`config.mk`:
```
export PLATFORM = sky130hd
export DESIGN_NAME = store_aligner_flat
export DESIGN_NICKNAME = d
export VERILOG_FILES = /design/src/rtl/store_aligner_pkg.sv /design/src/rtl/store_aligner_if.sv /design/src/rtl/store_aligner_lane_gen.sv /design/src/rtl/store_aligner.sv /design/src/flat_wrapper.sv
export SDC_FILE = /design/constraint.sdc
export NUM_CORES = 1
export LEC_CHECK = 0
export BUFFER_PORTS_ARGS = -buffer_cell sky130_fd_sc_hd__buf_2
export CORE_UTILIZATION = 40
export DETAILED_ROUTE_END_ITERATION = 7
export GPL_TIMING_DRIVEN = 1
export HOLD_SLACK_MARGIN = 0.12
export PLACE_DENSITY_LB_ADDON = 0.25
export SYNTH_ARGS = -nofsm -noshare
export SYNTH_HDL_FRONTEND = slang
export SYNTH_SLANG_ARGS = --single-unit
```
`constraint.sdc`:
```
create_clock -name clk -period 3.9 [get_ports clk]
set_input_delay 1.17 -clock clk [delete_from_list [all_inputs] [get_ports clk]]
set_output_delay 1.17 -clock clk [all_outputs]
set_load 0.05 [all_outputs]
```
`src/rtl/store_aligner_pkg.sv`:
```
// Shared encodings and lane-mask helpers for the store alignment path.
package store_aligner_pkg;

  typedef enum logic [1:0] {
    SZ_BYTE = 2'b00,
    SZ_HALF = 2'b01,
    SZ_WORD = 2'b10,
    SZ_RSVD = 2'b11
  } size_e;

  typedef enum logic [1:0] {
    ST_IDLE,
    ST_BEAT0,
    ST_BEAT1
  } state_e;

  localparam logic [3:0] MASK_BYTE = 4'b0001;
  localparam logic [3:0] MASK_HALF = 4'b0011;
  localparam logic [3:0] MASK_WORD = 4'b1111;
  localparam logic [3:0] MASK_NONE = 4'b0000;

  function automatic logic [3:0] base_mask(size_e size);
    unique case (size)
      SZ_BYTE: base_mask = MASK_BYTE;
      SZ_HALF: base_mask = MASK_HALF;
      SZ_WORD: base_mask = MASK_WORD;
      default: base_mask = MASK_NONE;
    endcase
  endfunction

endpackage

```
`src/rtl/store_aligner_if.sv`:
```
// Core-side store request and memory-side write beat bundle.
interface store_aligner_if #(
  parameter int unsigned ADDR_W = 32
);
  logic              req_valid;
  logic              req_ready;
  logic [ADDR_W-1:0] req_addr;
  logic [31:0]       req_data;
  logic [1:0]        req_size;
  logic              mem_valid;
  logic              mem_ready;
  logic [ADDR_W-1:0] mem_addr;
  logic [31:0]       mem_wdata;
  logic [3:0]        mem_we;
  logic              done;
  logic              err;

  modport slave (
    input  req_valid, req_addr, req_data, req_size, mem_ready,
    output req_ready, mem_valid, mem_addr, mem_wdata, mem_we, done, err
  );

  modport master (
    output req_valid, req_addr, req_data, req_size, mem_ready,
    input  req_ready, mem_valid, mem_addr, mem_wdata, mem_we, done, err
  );
endinterface

```
`src/rtl/store_aligner_lane_gen.sv`:
```
// Combinational byte-lane steering: write enables and shifted data for one beat.
module store_lane_gen
  import store_aligner_pkg::*;
(
  input  logic [1:0]  off,
  input  size_e       size,
  input  logic [31:0] data,
  input  logic        beat_sel,
  output logic [3:0]  we,
  output logic [31:0] wdata,
  output logic        split
);

  logic [7:0]  full8;
  logic [63:0] full64;

  // Shifting into a 64-bit window yields both beats' lanes without a 32-bit shift case.
  always_comb begin
    full8  = {4'b0000, base_mask(size)} << off;
    full64 = {32'h0, data} << {off, 3'b000};
    split  = |full8[7:4];
    we     = beat_sel ? full8[7:4]     : full8[3:0];
    wdata  = beat_sel ? full64[63:32]  : full64[31:0];
  end

endmodule

```
`src/rtl/store_aligner.sv`:
```
// Splits byte/half/word stores at any byte address into word-aligned write beats.
module store_aligner
  import store_aligner_pkg::*;
#(
  parameter int unsigned ADDR_W = 32
) (
  input  logic            clk,
  input  logic            rst,
  store_aligner_if.slave  bus
);

  state_e            state_q, state_d;
  logic [1:0]        off_q, off_d;
  size_e             size_q, size_d;
  logic [31:0]       data_q, data_d;
  logic              mem_valid_q, mem_valid_d;
  logic [ADDR_W-1:0] mem_addr_q, mem_addr_d;
  logic [31:0]       mem_wdata_q, mem_wdata_d;
  logic [3:0]        mem_we_q, mem_we_d;
  logic              done_q, done_d;
  logic              err_q, err_d;

  logic [1:0]  lg_off;
  size_e       lg_size;
  logic [31:0] lg_data;
  logic        lg_beat;
  logic [3:0]  lg_we;
  logic [31:0] lg_wdata;
  logic        lg_split;

  // In IDLE the generator looks at the incoming request to preload beat 0;
  // in BEAT0 it looks at the latched request to preload beat 1.
  always_comb begin
    if (state_q == ST_IDLE) begin
      lg_off  = bus.req_addr[1:0];
      lg_size = size_e'(bus.req_size);
      lg_data = bus.req_data;
    end else begin
      lg_off  = off_q;
      lg_size = size_q;
      lg_data = data_q;
    end
    lg_beat = (state_q == ST_BEAT0);
  end

  store_lane_gen u_lane_gen (
    .off      (lg_off),
    .size     (lg_size),
    .data     (lg_data),
    .beat_sel (lg_beat),
    .we       (lg_we),
    .wdata    (lg_wdata),
    .split    (lg_split)
  );

  always_comb begin
    state_d     = state_q;
    off_d       = off_q;
    size_d      = size_q;
    data_d      = data_q;
    mem_valid_d = mem_valid_q;
    mem_addr_d  = mem_addr_q;
    mem_wdata_d = mem_wdata_q;
    mem_we_d    = mem_we_q;
    done_d      = 1'b0;
    err_d       = 1'b0;

    unique case (state_q)
      ST_IDLE: begin
        if (bus.req_valid) begin
          off_d  = bus.req_addr[1:0];
          size_d = size_e'(bus.req_size);
          data_d = bus.req_data;
          if (size_e'(bus.req_size) == SZ_RSVD) begin
            done_d = 1'b1;
            err_d  = 1'b1;
          end else begin
            state_d     = ST_BEAT0;
            mem_valid_d = 1'b1;
            mem_addr_d  = {bus.req_addr[ADDR_W-1:2], 2'b00};
            mem_wdata_d = lg_wdata;
            mem_we_d    = lg_we;
          end
        end
      end
      ST_BEAT0: begin
        if (bus.mem_ready) begin
          if (lg_split) begin
            state_d     = ST_BEAT1;
            mem_addr_d  = mem_addr_q + ADDR_W'(4);
            mem_wdata_d = lg_wdata;
            mem_we_d    = lg_we;
          end else begin
            state_d     = ST_IDLE;
            mem_valid_d = 1'b0;
            mem_wdata_d = 32'h0;
            mem_we_d    = 4'b0000;
            done_d      = 1'b1;
          end
        end
      end
      ST_BEAT1: begin
        if (bus.mem_ready) begin
          state_d     = ST_IDLE;
          mem_valid_d = 1'b0;
          mem_wdata_d = 32'h0;
          mem_we_d    = 4'b0000;
          done_d      = 1'b1;
        end
      end
      default: state_d = ST_IDLE;
    endcase
  end

  always_ff @(posedge clk) begin
    if (!rst) begin
      state_q     <= ST_IDLE;
      off_q       <= 2'b00;
      size_q      <= SZ_BYTE;
      data_q      <= 32'h0;
      mem_valid_q <= 1'b0;
      mem_addr_q  <= '0;
      mem_wdata_q <= 32'h0;
      mem_we_q    <= 4'b0000;
      done_q      <= 1'b0;
      err_q       <= 1'b0;
    end else begin
      state_q     <= state_d;
      off_q       <= off_d;
      size_q      <= size_d;
      data_q      <= data_d;
      mem_valid_q <= mem_valid_d;
      mem_addr_q  <= mem_addr_d;
      mem_wdata_q <= mem_wdata_d;
      mem_we_q    <= mem_we_d;
      done_q      <= done_d;
      err_q       <= err_d;
    end
  end

  assign bus.req_ready = (state_q == ST_IDLE) && rst;
  assign bus.mem_valid = mem_valid_q;
  assign bus.mem_addr  = mem_addr_q;
  assign bus.mem_wdata = mem_wdata_q;
  assign bus.mem_we    = mem_we_q;
  assign bus.done      = done_q;
  assign bus.err       = err_q;

endmodule

```
`src/flat_wrapper.sv`:
```
// flat-port wrapper written by rule: the top's interface ports become plain ports
module store_aligner_flat import store_aligner_pkg::*;
#(
  parameter int unsigned ADDR_W = 32
)
  (clk, rst, bus_req_valid, bus_req_addr, bus_req_data, bus_req_size, bus_mem_ready, bus_req_ready, bus_mem_valid, bus_mem_addr, bus_mem_wdata, bus_mem_we, bus_done, bus_err);
  store_aligner_if #(.ADDR_W(ADDR_W)) bus_i ();
  input  logic clk;
  input  logic rst;
  input wire logic [$bits(bus_i.req_valid)-1:0] bus_req_valid;
  input wire logic [$bits(bus_i.req_addr)-1:0] bus_req_addr;
  input wire logic [$bits(bus_i.req_data)-1:0] bus_req_data;
  input wire logic [$bits(bus_i.req_size)-1:0] bus_req_size;
  input wire logic [$bits(bus_i.mem_ready)-1:0] bus_mem_ready;
  output wire logic [$bits(bus_i.req_ready)-1:0] bus_req_ready;
  output wire logic [$bits(bus_i.mem_valid)-1:0] bus_mem_valid;
  output wire logic [$bits(bus_i.mem_addr)-1:0] bus_mem_addr;
  output wire logic [$bits(bus_i.mem_wdata)-1:0] bus_mem_wdata;
  output wire logic [$bits(bus_i.mem_we)-1:0] bus_mem_we;
  output wire logic [$bits(bus_i.done)-1:0] bus_done;
  output wire logic [$bits(bus_i.err)-1:0] bus_err;
  assign bus_i.req_valid = bus_req_valid;
  assign bus_i.req_addr = bus_req_addr;
  assign bus_i.req_data = bus_req_data;
  assign bus_i.req_size = bus_req_size;
  assign bus_i.mem_ready = bus_mem_ready;
  assign bus_req_ready = bus_i.req_ready;
  assign bus_mem_valid = bus_i.mem_valid;
  assign bus_mem_addr = bus_i.mem_addr;
  assign bus_mem_wdata = bus_i.mem_wdata;
  assign bus_mem_we = bus_i.mem_we;
  assign bus_done = bus_i.done;
  assign bus_err = bus_i.err;
  store_aligner #(.ADDR_W(ADDR_W)) u_core (.clk(clk), .rst(rst), .bus(bus_i));
endmodule
```
==> run_results.csv <==
group,metric,value,unit
worst_setup_path,reg2reg_from,"u_core.state_q[0]$_SDFFE_PN0P_",
worst_setup_path,startpoint_type,"flop",
layout,num_antenna_cells,0,
synthesis,synth_cell_types,73,
routing,dr.pass1.iters,6,
placement,dp.cells,1075,
layout,layout-drive-gt1-share,26.14,%
worst_hold_path,min_path_type,"reg -> reg",
worst_setup_path,worstSetupEndpoint,"bus_req_ready",
timing,fmax,281.5,MHz
clock_network,tritoncts,"yes",
timing,maxSlewViolCount,0,
floorplanning,die_w,128.3,um
worst_setup_path,r2r_end,"u_core.bus.mem_addr[31]$_SDFFE_PN0P_",
clock_network,post_cts_buffers,0,
clock_network,cts_hold_buffers,0,
clock_network,h-tree-depth,3,
routing,drc_errors,0,
synthesis,synth_area_per_cell,8.290,sq um
synthesis,synth-seq-area-share,33.56,%
synthesis,synth_cells,770,
timing,rsz0062_at_grt,"false",
worst_setup_path,rrSetupSlack,0.59,ns
clock_network,path_clk_slew,0.07,ns
synthesis,synthFlopType,"dfxtp_1",
grt,grt_max_degree,54,
worst_setup_path,crit_start,"u_core.state_q[0]$_SDFFE_PN0P_",
routing,antenna_left,0,
timing,timing.hold.ws,0.4543,ns
clock_network,ctsRootBufferMaster,"clkbuf_16",
floorplanning,rows,45,
routing,vias_per_cell,5.719,
placement,io_buffers,139,
timing,relSlewSlack,36.83,%
synthesis,synth-async-reset-ratio,0,%
power_and_ir_drop,leakage,3.121,nW
floorplanning,die_y,128.3,um
synthesis,synth_edf_count,0,
grt,grt_pass1_wl,30.60,mm
layout,fin_cells,1091,
routing,wirelength,19.48,mm
worst_setup_path,cp.arrival,2.38,ns
flow_run,maxCapViolCount,0,
layout,nets,953,
layout,nFillCells,1551,
floorplanning,dieArea,16470,sq um
placement,dp_hpwl,13.72,mm
power_and_ir_drop,vdd_drop_max,0.4357,mV
floorplanning,num_io_pins,142,
timing,fin_crit,3.552,ns
routing,wl_per_cell,17.85,um
clock_network,clk_latency,0.36,ns
timing,worstMarginPinSlew,0.9389,ns
grt,grt_usage,23.60,%
worst_setup_path,critPathRequiredTime,2.73,ns
floorplanning,start_util,41.53,%
worst_setup_path,cp-end-kind,"output port",
worst_setup_path,crit_type,"reg -> out",
clock_network,ctsResizeCount,0,
routing,routed-via-count,6239,
synthesis,yosysWarnings,0,
synthesis,synthesis.area,6384,sq um
power_and_ir_drop,p_per_area,604.2,nW/um^2
timing,post-route-period-util,91.08,%
clock_network,clk_path_buf_depth,2,
grt,antenna_found_initial,0,
synthesis,ys_seq_elements,107,
layout,area_delta_synth_final,16.54,%
clock_network,clkSinkCount,107,
timing,hold_viol_final,0,
clock_network,cts-buffers-inserted,9,
timing,finalSetupViolCount,0,
timing,tns,0,ns
timing,fin_skew,0.01180,ns
placement,place.gp.congestion,0.9326,
worst_setup_path,critPathMaxFanout,37,
status,outcome,"complete, no violations",
grt,first_global_vias,5811,
floorplanning,coreArea,15370,sq um
worst_setup_path,worst_r2r_path_depth,9,
routing,drt_first_iter_violations,449,
grt,overflow,0,
[how the worst min path moves through the flow]
stage                                         from                             end  slack, ns  depth (start not counted)
finish              u_core.data_q[29]$_SDFFE_PN0P_  u_core.data_q[29]$_SDFFE_PN0P_       0.45                          2
global route        u_core.data_q[30]$_SDFFE_PN0P_  u_core.data_q[30]$_SDFFE_PN0P_       0.48                          2
CTS                 u_core.data_q[25]$_SDFFE_PN0P_  u_core.data_q[25]$_SDFFE_PN0P_       0.46                          2
detailed placement  u_core.data_q[25]$_SDFFE_PN0P_  u_core.data_q[25]$_SDFFE_PN0P_       0.45                          2
global placement    u_core.data_q[24]$_SDFFE_PN0P_  u_core.data_q[24]$_SDFFE_PN0P_       0.44                          2
floorplan            u_core.data_q[0]$_SDFFE_PN0P_   u_core.data_q[0]$_SDFFE_PN0P_       0.43                          2
[report_power, final]
part | leakage [nW] | internal [mW] | switching (mW)
sequential | 0.877 | 1.28 | 0.183
combinational | 2.09 | 0.646 | 1.42
clock | 0.150 | 0.536 | 0.435
total | 3.12 | 2.46 | 2.04
[sequential cells by signal, indices dropped and copies added (netlist names)]
name                  flops
u_core.bus.mem_wdata     32
u_core.data_q            32
u_core.bus.mem_addr      30
u_core.bus.mem_we         4
u_core.off_q              2
u_core.size_q             2
u_core.state_q            2
u_core.bus.done           1
u_core.bus.err            1
u_core.bus.mem_valid      1
[area by class of cell]
type	count	area, sq um	area share (%)
well taps	211	264.0	3.549
flip-flops and latches	107	2142	28.79
multi-input cells	592	3876	52.10
repair buffers	155	815.8	10.97
clock inverters	3	43.79	0.5886
clock buffers	13	260.3	3.498
inverters	10	37.54	0.5045
[Yosys cell counts, types with 3 or more instances]
master,count,area share (%)
nand2_1,127,7.5
dfxtp_1,107,34
a21oi_1,75,5.9
mux2i_1,53,8.3
nor2_1,39,2.3
mux2_2,32,5.6
o21ai_0,30,2.4
nand3_1,26,2.0
clkbuf_1,25,1.5
buf_2,22,1.7
nor3_1,18,1.4
and2_1,14,1.4
o211ai_1,13,1.5
o22ai_1,13,1.3
a22o_1,10,1.4
inv_1,9,0.53
ha_1,8,1.6
nor2b_1,8,0.78
a211oi_1,7,0.82
a221oi_1,7,0.96
a222oi_1,7,1.1
a31oi_1,6,0.59
nand2b_1,6,0.59
o21a_1,6,0.71
o221a_2,6,1.1
o32ai_1,6,0.82
and4_1,5,0.69
buf_4,5,0.59
buf_6,5,0.88
nand4_1,5,0.49
or3_1,4,0.39
and3_1,3,0.29
nand4b_1,3,0.41
nor4_1,3,0.29
o2bb2ai_1,3,0.41
o31a_1,3,0.41
[cell usage in the layout, fill, tap and decap left out, types with 13 or more instances in the layout]
cell      count
a21oi_1      75
and2_1       14
buf_2       139
buf_4        16
dfxtp_1     107
mux2_2       32
mux2i_1      52
nand2_1     127
nand3_1      26
nor2_1       39
nor3_1       18
o211ai_1     13
o21ai_0      30
o22ai_1      13
[layer usage]
metal	track usage, %	share of wire, %	up-vias
met5	0	0	-
met4	6.644	1.8	0
met3	4.823	6.1	23
met2	40.16	48	221
met1	30.19	44	2957
li1	-	-	3038
[per-stage QoR]
stage	instance area [sq um]	power (mW)	setup WS, ns	utilization [%]
after floorplan	6387	3.046	0.5815	-
after global placement	7136	3.515	0.4123	46.42
after detailed placement	7136	3.528	0.3961	46.42
after CTS	7440	4.491	0.3596	48.40
after global routing	7440	4.723	0.2107	48.40
final	7440	4.495	0.3479	48.40
[critical path, stage by stage (launching register included)]
cell     delay [ns]
dfxtp_1        0.36
inv_1          0.10
ha_2           0.48
buf_4          0.54
and2_1         0.24
buf_2          0.28
[cells by family after synthesis]
logic type,count (synthesis),synth area share [%]
compound gates,220,23.81
other cells,1,0.05874
buf+inv,72,5.919
simple gates,277,21.13
fa+ha+maj,8,1.568
flops,107,33.56
mux,85,13.96
(Power assumes the default switching activity.)
